### src/rtl/aes_block_ctrl.sv
// Drives the AES core's 32-bit register port so that upstream logic sees a 128-bit block stream.
// Optional bounded status polling: define AES_CTRL_TIMEOUT_EN.
module aes_block_ctrl #(
  parameter bit          KEYLEN_256   = 1'b0,
  parameter int unsigned POLL_TIMEOUT = 1024
) (
  input  logic         clk_i,
  input  logic         rst_ni,
  input  logic         key_load_i,
  input  logic [255:0] key_i,
  input  logic         enc_dec_i,
  output logic         key_ready_o,
  input  logic         blk_valid_i,
  output logic         blk_ready_o,
  input  logic [127:0] blk_data_i,
  output logic         res_valid_o,
  input  logic         res_ready_i,
  output logic [127:0] res_data_o,
  output logic         busy_o,
  output logic         err_o,
  output logic         aes_cs_o,
  output logic         aes_we_o,
  output logic [7:0]   aes_address_o,
  output logic [31:0]  aes_write_data_o,
  input  logic [31:0]  aes_read_data_i
);

  localparam logic [7:0] ADDR_CTRL   = 8'h08;
  localparam logic [7:0] ADDR_STATUS = 8'h09;
  localparam logic [7:0] ADDR_CONFIG = 8'h0A;
  localparam logic [7:0] ADDR_KEY    = 8'h10;
  localparam logic [7:0] ADDR_BLOCK  = 8'h20;
  localparam logic [7:0] ADDR_RESULT = 8'h30;
  localparam logic [2:0] KEY_LAST    = KEYLEN_256 ? 3'd7 : 3'd3;

  typedef enum logic [3:0] {
    IDLE, KEY_WR, CFG_WR, INIT_WR, KEY_GAP, KEY_POLL,
    BLK_WR, NEXT_WR, BLK_GAP, BLK_POLL, RES_RD, OUT
  } state_t;

  state_t           state_q, state_d;
  logic [2:0]       cnt_q, cnt_d;
  logic             phase_q, phase_d;
  logic [7:0][31:0] key_q;
  logic             enc_q;
  logic [3:0][31:0] blk_q, res_q;
  logic             key_ready_q;
  logic             key_acc, blk_acc, poll_ok, poll_to, res_cap, poll_expired;

`ifdef AES_CTRL_TIMEOUT_EN
  localparam int PCW = $clog2(POLL_TIMEOUT + 1);
  logic [PCW-1:0] poll_cnt_q;
  logic           err_q;

  // Counter restarts on every state change, so each POLL state starts from zero.
  always_ff @(posedge clk_i or negedge rst_ni) begin
    if (!rst_ni) begin
      poll_cnt_q <= '0;
      err_q      <= 1'b0;
    end else begin
      if (state_d != state_q)
        poll_cnt_q <= '0;
      else if (phase_q && (state_q == KEY_POLL || state_q == BLK_POLL))
        poll_cnt_q <= poll_cnt_q + 1'b1;
      if (poll_to) err_q <= 1'b1;
    end
  end

  assign poll_expired = (poll_cnt_q == PCW'(POLL_TIMEOUT - 1));
  assign err_o        = err_q;
`else
  assign poll_expired = 1'b0;
  assign err_o        = 1'b0;
`endif

  always_ff @(posedge clk_i or negedge rst_ni) begin
    if (!rst_ni) begin
      state_q <= IDLE;
      cnt_q   <= '0;
      phase_q <= 1'b0;
    end else begin
      state_q <= state_d;
      cnt_q   <= cnt_d;
      phase_q <= phase_d;
    end
  end

  always_comb begin
    state_d          = state_q;
    cnt_d            = cnt_q;
    phase_d          = phase_q;
    aes_cs_o         = 1'b0;
    aes_we_o         = 1'b0;
    aes_address_o    = 8'h00;
    aes_write_data_o = 32'h0;
    blk_ready_o      = 1'b0;
    key_acc          = 1'b0;
    blk_acc          = 1'b0;
    poll_ok          = 1'b0;
    poll_to          = 1'b0;
    res_cap          = 1'b0;
    case (state_q)
      IDLE: begin
        blk_ready_o = key_ready_q & ~key_load_i;
        if (key_load_i) begin
          key_acc = 1'b1;
          cnt_d   = '0;
          state_d = KEY_WR;
        end else if (blk_valid_i && key_ready_q) begin
          blk_acc = 1'b1;
          cnt_d   = '0;
          state_d = BLK_WR;
        end
      end
      KEY_WR: begin
        aes_cs_o         = 1'b1;
        aes_we_o         = 1'b1;
        aes_address_o    = ADDR_KEY + {5'b0, cnt_q};
        aes_write_data_o = key_q[3'd7 - cnt_q];
        cnt_d            = cnt_q + 3'd1;
        if (cnt_q == KEY_LAST) state_d = CFG_WR;
      end
      CFG_WR: begin
        aes_cs_o         = 1'b1;
        aes_we_o         = 1'b1;
        aes_address_o    = ADDR_CONFIG;
        aes_write_data_o = {30'b0, KEYLEN_256, enc_q};
        state_d          = INIT_WR;
      end
      INIT_WR: begin
        aes_cs_o         = 1'b1;
        aes_we_o         = 1'b1;
        aes_address_o    = ADDR_CTRL;
        aes_write_data_o = 32'h1;
        state_d          = KEY_GAP;
      end
      KEY_GAP: begin
        phase_d = 1'b0;
        state_d = KEY_POLL;
      end
      // Poll: issue cycle, then sample the read data returned one cycle later.
      KEY_POLL: begin
        if (!phase_q) begin
          aes_cs_o      = 1'b1;
          aes_address_o = ADDR_STATUS;
          phase_d       = 1'b1;
        end else begin
          phase_d = 1'b0;
          if (aes_read_data_i[0]) begin
            poll_ok = 1'b1;
            state_d = IDLE;
          end else if (poll_expired) begin
            poll_to = 1'b1;
            state_d = IDLE;
          end
        end
      end
      BLK_WR: begin
        aes_cs_o         = 1'b1;
        aes_we_o         = 1'b1;
        aes_address_o    = ADDR_BLOCK + {5'b0, cnt_q};
        aes_write_data_o = blk_q[2'd3 - cnt_q[1:0]];
        cnt_d            = cnt_q + 3'd1;
        if (cnt_q == 3'd3) state_d = NEXT_WR;
      end
      NEXT_WR: begin
        aes_cs_o         = 1'b1;
        aes_we_o         = 1'b1;
        aes_address_o    = ADDR_CTRL;
        aes_write_data_o = 32'h2;
        state_d          = BLK_GAP;
      end
      BLK_GAP: begin
        phase_d = 1'b0;
        state_d = BLK_POLL;
      end
      BLK_POLL: begin
        if (!phase_q) begin
          aes_cs_o      = 1'b1;
          aes_address_o = ADDR_STATUS;
          phase_d       = 1'b1;
        end else begin
          phase_d = 1'b0;
          if (aes_read_data_i[1]) begin
            cnt_d   = '0;
            state_d = RES_RD;
          end else if (poll_expired) begin
            poll_to = 1'b1;
            state_d = IDLE;
          end
        end
      end
      // Reads issue at cnt 0..3; each word lands one cycle later, so cnt 4 is capture-only.
      RES_RD: begin
        aes_cs_o      = ~cnt_q[2];
        aes_address_o = ADDR_RESULT + {5'b0, cnt_q};
        res_cap       = (cnt_q != 3'd0);
        cnt_d         = cnt_q + 3'd1;
        if (cnt_q == 3'd4) state_d = OUT;
      end
      OUT: begin
        if (res_ready_i) state_d = IDLE;
      end
      default: state_d = IDLE;
    endcase
  end

  always_ff @(posedge clk_i or negedge rst_ni) begin
    if (!rst_ni) begin
      key_q       <= '0;
      enc_q       <= 1'b0;
      blk_q       <= '0;
      res_q       <= '0;
      key_ready_q <= 1'b0;
    end else begin
      if (key_acc) begin
        key_q       <= key_i;
        enc_q       <= enc_dec_i;
        key_ready_q <= 1'b0;
      end
      if (poll_ok) key_ready_q <= 1'b1;
      if (poll_to) key_ready_q <= 1'b0;
      if (blk_acc) blk_q <= blk_data_i;
      if (res_cap) res_q[2'(3'd4 - cnt_q)] <= aes_read_data_i;
    end
  end

  assign key_ready_o = key_ready_q;
  assign res_valid_o = (state_q == OUT);
  assign res_data_o  = res_q;
  assign busy_o      = (state_q != IDLE);

endmodule

### config.mk
export PLATFORM = sky130hd
export DESIGN_NAME = aes_block_ctrl
export DESIGN_NICKNAME = d
export VERILOG_FILES = /design/src/rtl/aes_block_ctrl.sv
export SDC_FILE = /design/constraint.sdc
export NUM_CORES = 1
export LEC_CHECK = 0
export ABC_AREA = 1
export CAP_MARGIN = 25
export CORE_UTILIZATION = 40
export DETAILED_ROUTE_END_ITERATION = 6
export GPL_TIMING_DRIVEN = 0
export PLACE_DENSITY = 0.63
export SYNTH_ARGS = -nofsm -noshare
export SYNTH_HDL_FRONTEND = slang
export SYNTH_SLANG_ARGS = --single-unit
### constraint.sdc
create_clock -name clk_i -period 6.65 [get_ports clk_i]
set_clock_uncertainty 0.15 [all_clocks]
set_input_delay 1.33 -clock clk_i [delete_from_list [all_inputs] [get_ports clk_i]]
set_output_delay 1.33 -clock clk_i [all_outputs]
set_load 0.02 [all_outputs]
==> results of run 1 <==
==> synth_stat cells (15+ instances only) <==
| cell | number |
|---|---|
| nand2_1 | 944 |
| dfrtp_1 | 522 |
| o21ai_0 | 326 |
| inv_1 | 306 |
| o21ai_1 | 210 |
| a21oi_1 | 161 |
| nand3_1 | 108 |
| buf_2 | 82 |
| buf_6 | 39 |
| o211ai_1 | 37 |
| clkbuf_1 | 35 |
| buf_4 | 17 |
| nor2_1 | 17 |
| buf_1 | 15 |
==> kinds of logic after synthesis <==
logic type      count (synthesis)  synth area share
compound gates                746             0.164
fa+ha+maj                       5           0.00264
buf+inv                       500            0.0988
flops                         522             0.552
other cells                     1          0.000158
simple gates                 1086             0.183
==> registers in the layout, indices dropped and copies added, names as in the netlist <==
| signal | flops |
|---|---|
| key_ready_o | 1 |
| res_data_o | 128 |
| cnt_q | 3 |
| phase_q | 1 |
| key_q | 256 |
| state_q | 4 |
| blk_q | 128 |
| enc_q | 1 |
==> tightest hold or removal path: stages, from the launching register on <==
cell     delay [ps]
dfrtp_1         340
nand2_1          50
nand2_1          50
==> cell type report <==
class | instances | area [um2]
diodes | 4 | 10.0
plain buffers | 188 | 1160
clock buffers | 78 | 1610
clock inverters | 23 | 290
fillers | 5313 | 25400
inverters | 312 | 1170
multi-input cells | 1840 | 8270
flip-flops and latches | 522 | 13100
well taps | 765 | 957
repair buffers | 597 | 6050
==> placed cells by master (no fill, tap or decap), drive strengths merged <==
cell type	n
nand2	948
clkdlybuf4s50	592
o21ai	546
dfrtp	522
inv	313
a21oi	162
buf	158
clkbuf	113
nand3	112
o211ai	37
nor2	21
clkinv	15
ha	5
bufinv	5
diode	4
conb	3
clkinvlp	2
or2	2
nor3	2
nand4	1
o32ai	1
==> power by group <==
group | leakage (nW) | switching (W) | internal [W]
clock network | 0.941 | 0.00136 | 0.00189
registers | 5.87 | 0.000630 | 0.00456
logic | 8.69 | 0.00457 | 0.00236
==> worst paths after layout <==
| kind | slack [ps] | end |
|---|---|---|
| min in group asynchronous | 510 | key_q[214] |
| max | 1440 | aes_write_data_o[17] |
| max reg2reg | 3430 | res_data_o[42] |
| min | 330 | key_q[247] |
| max in group asynchronous | 4240 | blk_q[65] |
| min reg2reg | 330 | key_q[247] |
==> routing by layer <==
metal | vias up | track usage | routed length (um)
met5 | - | 0 | 23
met1 | 11300 | 0.456 | 42300
li1 | 10400 | - | -
met2 | 1148 | 0.526 | 46100
met4 | 4 | 0.144 | 4590
met3 | 208 | 0.0696 | 9720
==> through the flow <==
step | total power (W) | std cells | hold WS [ps] | cell area, um2
6_report | 0.0154 | 4329 | 327 | 32600
5_1_grt | 0.0162 | 4327 | 339 | 32600
4_1_cts | 0.0153 | 4325 | 327 | 32600
3_5_place_dp | 0.0120 | 4224 | 310 | 30700
3_3_place_gp | 0.0119 | 4220 | 307 | 30600
2_1_floorplan | 0.00876 | 2862 | 294 | 23700
==> flow_summary.json, run 1 <==
{
  "status": "completed",
  "reg2reg_depth": 10,
  "grt_pass1_vias": 22900,
  "cp_data_arrival_time_ps": 3730,
  "drt_iter0_markers": 2300,
  "finalSetupViolations": 0,
  "cts_tree": "done",
  "clkTransAtPathRegs_ps": 60,
  "yosysSeqAreaShare": 0.552,
  "grt_pass1_wl_um": 148000,
  "dp_slack_ps": 2170,
  "groute.usage.overall": 0.338,
  "synthFlopType": "dfrtp_1",
  "clock-sinks": 522,
  "synth_edf_count": 0,
  "cts-root-buf": "clkbuf_16",
  "nets": 3943,
  "dpl.hpwl_um": 80700,
  "path_buf_inv": 4,
  "critPathLaunch": "cnt_q[1]",
  "ctsLongestPathBuffers": 3,
  "min_period_ps": 5210,
  "peakVddDrop_v": 0.000279,
  "setup_tns_ps": 0,
  "ys_types": 31,
  "p_leak_nw": 15.5,
  "setup.worst_path.class": "reg -> out",
  "slew_violations": 0,
  "num_vias": 23100,
  "p_per_area_mw_per_mm2": 472,
  "cts_resized": 0,
  "hold_violations": 0,
  "insertion_delay_ps": 630,
  "cp.depth": 9,
  "grt_max_degree": 124,
  "clock.fmax_mhz": 192,
  "critPathTopFamily": "buffers and inverters",
  "path_cells": "buf_2 -> buf_2 -> clkbuf_1 -> a21oi_1 -> o21ai_0 -> nand3_1 -> nand3_1 -> nand2_1 -> clkdlybuf4s50_1",
  "critical_path.startpoint_type": "flop",
  "post_cts_buffers": 0,
  "via_per_inst": 5.33,
  "wire_per_inst_um": 23.7,
  "ys_ff_latch": 522,
  "die_x_um": 245,
  "portBuffers": 593,
  "cts.hold.buffers_added": 0,
  "slowest_stage": "clkdlybuf4s50_1",
  "core-area_mm2": 0.0580,
  "min_path_cells": 2,
  "rsz0062_at_grt": "no",
  "yosysTopAreaCellShare": 0.552,
  "wl_um": 103000,
  "floorplan.initialDensity": 0.408,
  "tightest_slew_ps": 859,
  "ys_warn_count": 0,
  "critPathCaptureType": "primary output",
  "drive_gt1_frac": 0.0750,
  "drc": 0,
  "finalCoreUtilization": 0.562,
  "syn_area_mm2": 0.0237,
  "cap_viol_max_count": 0,
  "drtPass1Iterations": 5,
  "worstHoldStart": "key_q[247]",
  "slowest_delay_ps": 570,
  "area_growth_pct": 37.7,
  "min_path_type": "reg -> reg",
  "syn_avg_cell_area_um2": 8.27,
  "synth.largest_area_cell": "dfrtp_1",
  "min_period_over_period": 0.784,
  "dieArea_mm2": 0.0601,
  "detail-route-antenna-nets": 0,
  "ioPinCount": 597,
  "required_ps": 5170,
  "r2r_start": "cnt_q[0]",
  "die_y_um": 245,
  "row_count": 88,
  "crit_path_max_fanout": 10,
  "synth_area_leaders": "dfrtp_1 (55%), nand2_1 (15%), o21ai_0 (6.9%), inv_1 (4.9%), o21ai_1 (4.4%)",
  "grt_antenna_before_repair": 6,
  "gp_congestion": 0.996,
  "syn_inst": 2860,
  "synthArstFlopShare": 1.00,
  "grt_overflow": 0,
  "cts_buffers": 55,
  "fin_ws_ps": 1440,
  "cts_max_level": 2,
  "relSlewSlack": 0.427
}
No activity file was read; power rests on OpenSTA's default activity.
==> run 2, diff against run 1 <==
Settings changed: PLACE_DENSITY 0.63 to 0.66.
Clock period 6.65 ns to 4.7 ns, I/O delays scaled along.
==> run 2 against run 1 <==
Cell count hardly changed. Combinational power grew 42%. Die area unchanged. Wire length shrank 2.1%. Sequential power rose by 41%. Sequential share of layout area barely moved. Non-clock buffer count unchanged. First-iteration DRC count is 8.3% higher. Sequential cell count unchanged. Count of clock-buffer cells in the layout up 4. Register-to-register slack worse by 1700 ps. Power increased by 41%. Critical endpoint is now aes_write_data_o[29].
==> flow_summary.json, run 2 (synthesis results as in run 1) <==
{
  "peakVddDrop_v": 0.000356,
  "setup.worst_path.class": "reg -> out",
  "relSlewSlack": 0.478,
  "drc": 0,
  "portBuffers": 593,
  "cp_data_arrival_time_ps": 3580,
  "grt_pass1_wl_um": 144000,
  "drt_iter0_markers": 2492,
  "num_vias": 22600,
  "wl_um": 101000,
  "min_period_over_period": 0.994,
  "nets": 3944,
  "area_growth_pct": 37.8,
  "via_per_inst": 5.23,
  "cts-root-buf": "clkbuf_16",
  "final_cell_mix": "nand2_1 (944), clkdlybuf4s50_1 (592), dfrtp_1 (522)",
  "dieArea_mm2": 0.0601,
  "drtPass1Iterations": 6,
  "grt_antenna_before_repair": 7,
  "status": "completed",
  "clock-sinks": 522,
  "grt_pass1_vias": 22100,
  "hold_violations": 0,
  "min_period_ps": 4670,
  "largest_register_ffs": 256,
  "required_ps": 3610,
  "wire_per_inst_um": 23.2,
  "min_path_type": "in -> async",
  "p_leak_nw": 15.5,
  "dp_slack_ps": 422,
  "groute.usage.overall": 0.330,
  "tightest_slew_ps": 783,
  "cap_viol_max_count": 0,
  "die_y_um": 245,
  "rsz0062_at_grt": "no",
  "gp_congestion": 0.970,
  "final_common_cell": "nand2_1",
  "die_x_um": 245,
  "critical_path.startpoint_type": "flop",
  "ioPinCount": 597,
  "grt_overflow": 0,
  "grt_max_degree": 123,
  "crit_path_max_fanout": 10,
  "insertion_delay_ps": 610,
  "dpl.hpwl_um": 78100,
  "finalSetupViolations": 0,
  "regMostFlops": "key_q",
  "critPathCaptureType": "primary output",
  "clock.fmax_mhz": 214,
  "slew_violations": 0,
  "cts_max_level": 2,
  "r2r_start": "cnt_q[0]",
  "p_per_area_mw_per_mm2": 666,
  "critPathLaunch": "cnt_q[0]",
  "cts_tree": "done",
  "detail-route-antenna-nets": 0,
  "drive_gt1_frac": 0.0776,
  "fin_ws_ps": 27.3,
  "ctsLongestPathBuffers": 3,
  "core-area_mm2": 0.0580,
  "cts.hold.buffers_added": 0,
  "cts_buffers": 56,
  "clkTransAtPathRegs_ps": 60,
  "floorplan.initialDensity": 0.408,
  "row_count": 88,
  "setup_tns_ps": 0
}
-- run 2: cell count changes in the layout (fill, tap and decap cells not counted), moves of 2 or more --
cell and change:
buf_2 -4, buf_1 -3, clkbuf_2 +11, clkbuf_4 +3
clkbuf_1 -8, clkinv_8 -2, clkbuf_16 +2, clkbuf_8 +2
clkinv_2 -3
-- run 2: repair_timing --
item / 4_1_cts / 5_1_grt
gates resized for setup: 5 / 16
setup endpoints to repair: 10 / 10
buffers inserted: 0 / 0
hold endpoints to repair: 0 / 0
cloned: 0 / 0
-- run 2: layer usage --
layer / wire (um) / vias up / part of all wire / GRT usage
met5: 35 / - / 0.00035 / 0
met4: 4040 / 8 / 0.040 / 0.129
met3: 10100 / 192 / 0.10 / 0.0852
met2: 45500 / 1121 / 0.45 / 0.515
met1: 40800 / 10800 / 0.41 / 0.439
li1: - / 10400 / - / -
-- run 2: final cells by class --
type	count	area [um2]
Clock buffer	82	1690
Buffer	188	1190
Antenna cell	5	12.5
Inverter	312	1170
Tap cell	765	957
Clock inverter	16	193
Multi-Input combinational cell	1840	8280
Fill cell	5527	25400
Sequential cell	522	13100
Timing Repair Buffer	597	6050
-- run 2: critical path: stages, from the launching register on --
cell,delay [ps]
dfrtp_1,390
buf_4,260
buf_2,320
buf_4,270
buf_2,300
o211ai_1,190
nand3_1,130
nand3_1,220
nand2_1,240
clkdlybuf4s50_1,640
-- run 2: path summary, 6_finish.rpt --
| path | end | slack [ps] | cells past startpoint |
|---|---|---|---|
| setup / recovery | aes_write_data_o[29] | 30 | 9 |
| min in group clk_i | res_data_o[124] | 330 | 2 |
| hold reg to reg | res_data_o[124] | 330 | 2 |
| hold / removal | key_q[108] | 180 | 1 |
| max in group asynchronous | key_q[205] | 2700 | 3 |
| setup reg to reg | res_data_o[82] | 1720 | 10 |
-- run 2: metrics by stage --
stage          hold slack, ps  instances  total power (W)  instance area [um2]  utilization
5_1_grt                   227       4323           0.0228                32600        0.562
3_5_place_dp              310       4224           0.0169                30700        0.529
4_1_cts                   198       4322           0.0215                32600        0.561
3_3_place_gp              306       4220           0.0168                30600        0.527
2_1_floorplan             294       2862           0.0124                23700            -
6_report                  175       4327           0.0217                32600        0.562
-- run 2: report_power, final --
part | internal, W | total (W) | leakage [nW] | switching [W]
clock network | 0.00269 | 0.00458 | 0.930 | 0.00189
logic | 0.00335 | 0.00981 | 8.73 | 0.00646
registers | 0.00646 | 0.00731 | 5.87 | 0.000858
total | 0.0125 | 0.0217 | 15.5 | 0.00921
==> run 3, diff against run 2 <==
Settings changed: SKIP_LAST_GASP set to 1.
==> run 3 against run 2 <==
Critical path depth stayed put. First-iteration DRC count grew 1.3%. Sequential cell count is the same. Critical endpoint unchanged. Highest routed layer unchanged. Die area unchanged. Clock power about the same. Non-clock buffer count is the same. Combinational power is essentially flat.
==> flow_summary.json, run 3 (synthesis results as in run 1) <==
{
  "ctsLongestPathBuffers": 3,
  "dieArea_mm2": 0.0601,
  "critPathTopFamily": "buffers and inverters",
  "hold_violations": 0,
  "grt_pass1_vias": 22100,
  "groute.usage.overall": 0.330,
  "drc": 0,
  "critical_path.startpoint_type": "flop",
  "final_cell_mix": "nand2_1 (944), clkdlybuf4s50_1 (592), dfrtp_1 (522)",
  "slowest_delay_ps": 630,
  "setup_tns_ps": 0,
  "rsz0062_at_grt": "yes",
  "drt_iter0_markers": 2525,
  "p_leak_nw": 15.5,
  "dp_slack_ps": 422,
  "portBuffers": 593,
  "regArea_mm2": 0.0131,
  "ioPinCount": 597,
  "nets": 3944,
  "grt_pass1_wl_um": 144000,
  "peakVddDrop_v": 0.000356,
  "clock.fmax_mhz": 214,
  "row_count": 88,
  "required_ps": 3610,
  "p_switching_w": 0.00921,
  "crit_path_max_fanout": 10,
  "floorplan.initialDensity": 0.408,
  "tightest_slew_ps": 778,
  "area_growth_pct": 37.8,
  "path_cells": "buf_4 -> buf_2 -> buf_4 -> buf_2 -> o211ai_1 -> nand3_1 -> nand3_1 -> nand2_1 -> clkdlybuf4s50_1",
  "status": "completed",
  "path_buf_inv": 5,
  "wl_um": 101000,
  "cts.hold.buffers_added": 0,
  "detail-route-antenna-nets": 0,
  "cts_buffers": 56,
  "grt_overflow": 0,
  "pwr-share-clk": 0.211,
  "relSlewSlack": 0.481,
  "min_period_ps": 4660,
  "p_per_area_mw_per_mm2": 666,
  "combPwrFrac": 0.452,
  "final_common_cell": "nand2_1",
  "die_x_um": 245,
  "min_path_type": "in -> async",
  "switching_share": 0.424,
  "cts-root-buf": "clkbuf_16",
  "slowest_stage": "clkdlybuf4s50_1",
  "cap_viol_max_count": 0,
  "cp_data_arrival_time_ps": 3570,
  "min_period_over_period": 0.992,
  "wire_per_inst_um": 23.2,
  "drtPass1Iterations": 6,
  "grt_max_degree": 123,
  "dpl.hpwl_um": 78100,
  "multi_input_area_mm2": 0.00828,
  "gp_congestion": 0.970,
  "via_per_inst": 5.23,
  "finalCoreUtilization": 0.562,
  "setup.worst_path.class": "reg -> out",
  "grt_antenna_before_repair": 7,
  "slew_violations": 0,
  "drive_gt1_frac": 0.0773,
  "cts_max_level": 2,
  "intPower_w": 0.0125,
  "p_total_w": 0.0217,
  "fin_ws_ps": 36.9,
  "clock-sinks": 522,
  "critPathCaptureType": "primary output",
  "regMostFlops": "key_q",
  "clkTransAtPathRegs_ps": 60,
  "fill_cells": 5527,
  "largest_register_ffs": 256,
  "insertion_delay_ps": 620,
  "num_vias": 22600,
  "p_seq_frac": 0.337,
  "finalSetupViolations": 0,
  "cts_tree": "done",
  "core-area_mm2": 0.0580,
  "die_y_um": 245
}
[run 3: cell count changes in the layout (fill, tap and decap cells not counted)]
| cell | delta |
|---|---|
| buf_1 | +1 |
| clkbuf_2 | -1 |
| diode_2 | -1 |
[run 3: power groups by stage]
stage | sequential, W | clock (W) | combinational (W)
6_report | 0.00731 | 0.00459 | 0.00981
5_1_grt | 0.00749 | 0.00478 | 0.0106
4_1_cts | 0.00729 | 0.00460 | 0.00961
3_5_place_dp | 0.00735 | 0 | 0.00955
3_3_place_gp | 0.00737 | 0 | 0.00943
2_1_floorplan | 0.00756 | 0 | 0.00484
[run 3: through the flow]
step / hold slack (ps) / instance area, um2 / instances
2_1_floorplan: 294 / 23700 / 2862
4_1_cts: 198 / 32600 / 4322
3_5_place_dp: 310 / 30700 / 4224
6_report: 167 / 32600 / 4326
3_3_place_gp: 306 / 30600 / 4220
5_1_grt: 227 / 32600 / 4323
[run 3: routing by layer]
layer  vias up  routed length [um]  part of all wire  GRT usage
met4         8                4010             0.040      0.129
met5         -                  35           0.00035          0
li1      10400                   -                 -          -
met2      1124               45600              0.45      0.515
met3       190               10000              0.10     0.0852
met1     10900               40900              0.41      0.439
[run 3: layout make-up]
type | count | share of cell area
Timing Repair Buffer | 597 | 0.186
Tap cell | 765 | 0.0294
Clock buffer | 82 | 0.0518
Inverter | 312 | 0.0360
Sequential cell | 522 | 0.401
Buffer | 188 | 0.0364
Multi-Input combinational cell | 1840 | 0.254
Antenna cell | 4 | 0.000307
Clock inverter | 16 | 0.00591
[run 3: final timing paths]
path	from	endpoint	slack, ps	cells past startpoint
max	cnt_q[0]	aes_write_data_o[29]	40	9
min	rst_ni	key_q[108]	170	1
max reg2reg	cnt_q[0]	res_data_o[82]	1730	10
min reg2reg	key_q[121]	key_q[121]	330	2
max in group asynchronous	rst_ni	key_q[205]	2710	3
min in group clk_i	key_q[121]	key_q[121]	330	2
[run 3: repair_timing]
| action | CTS | global route |
|---|---|---|
| buffers inserted | 0 | 0 |
| gates resized for setup | 5 | 15 |
| gates cloned | 0 | 0 |
| endpoints found under the setup margin | 10 | 10 |
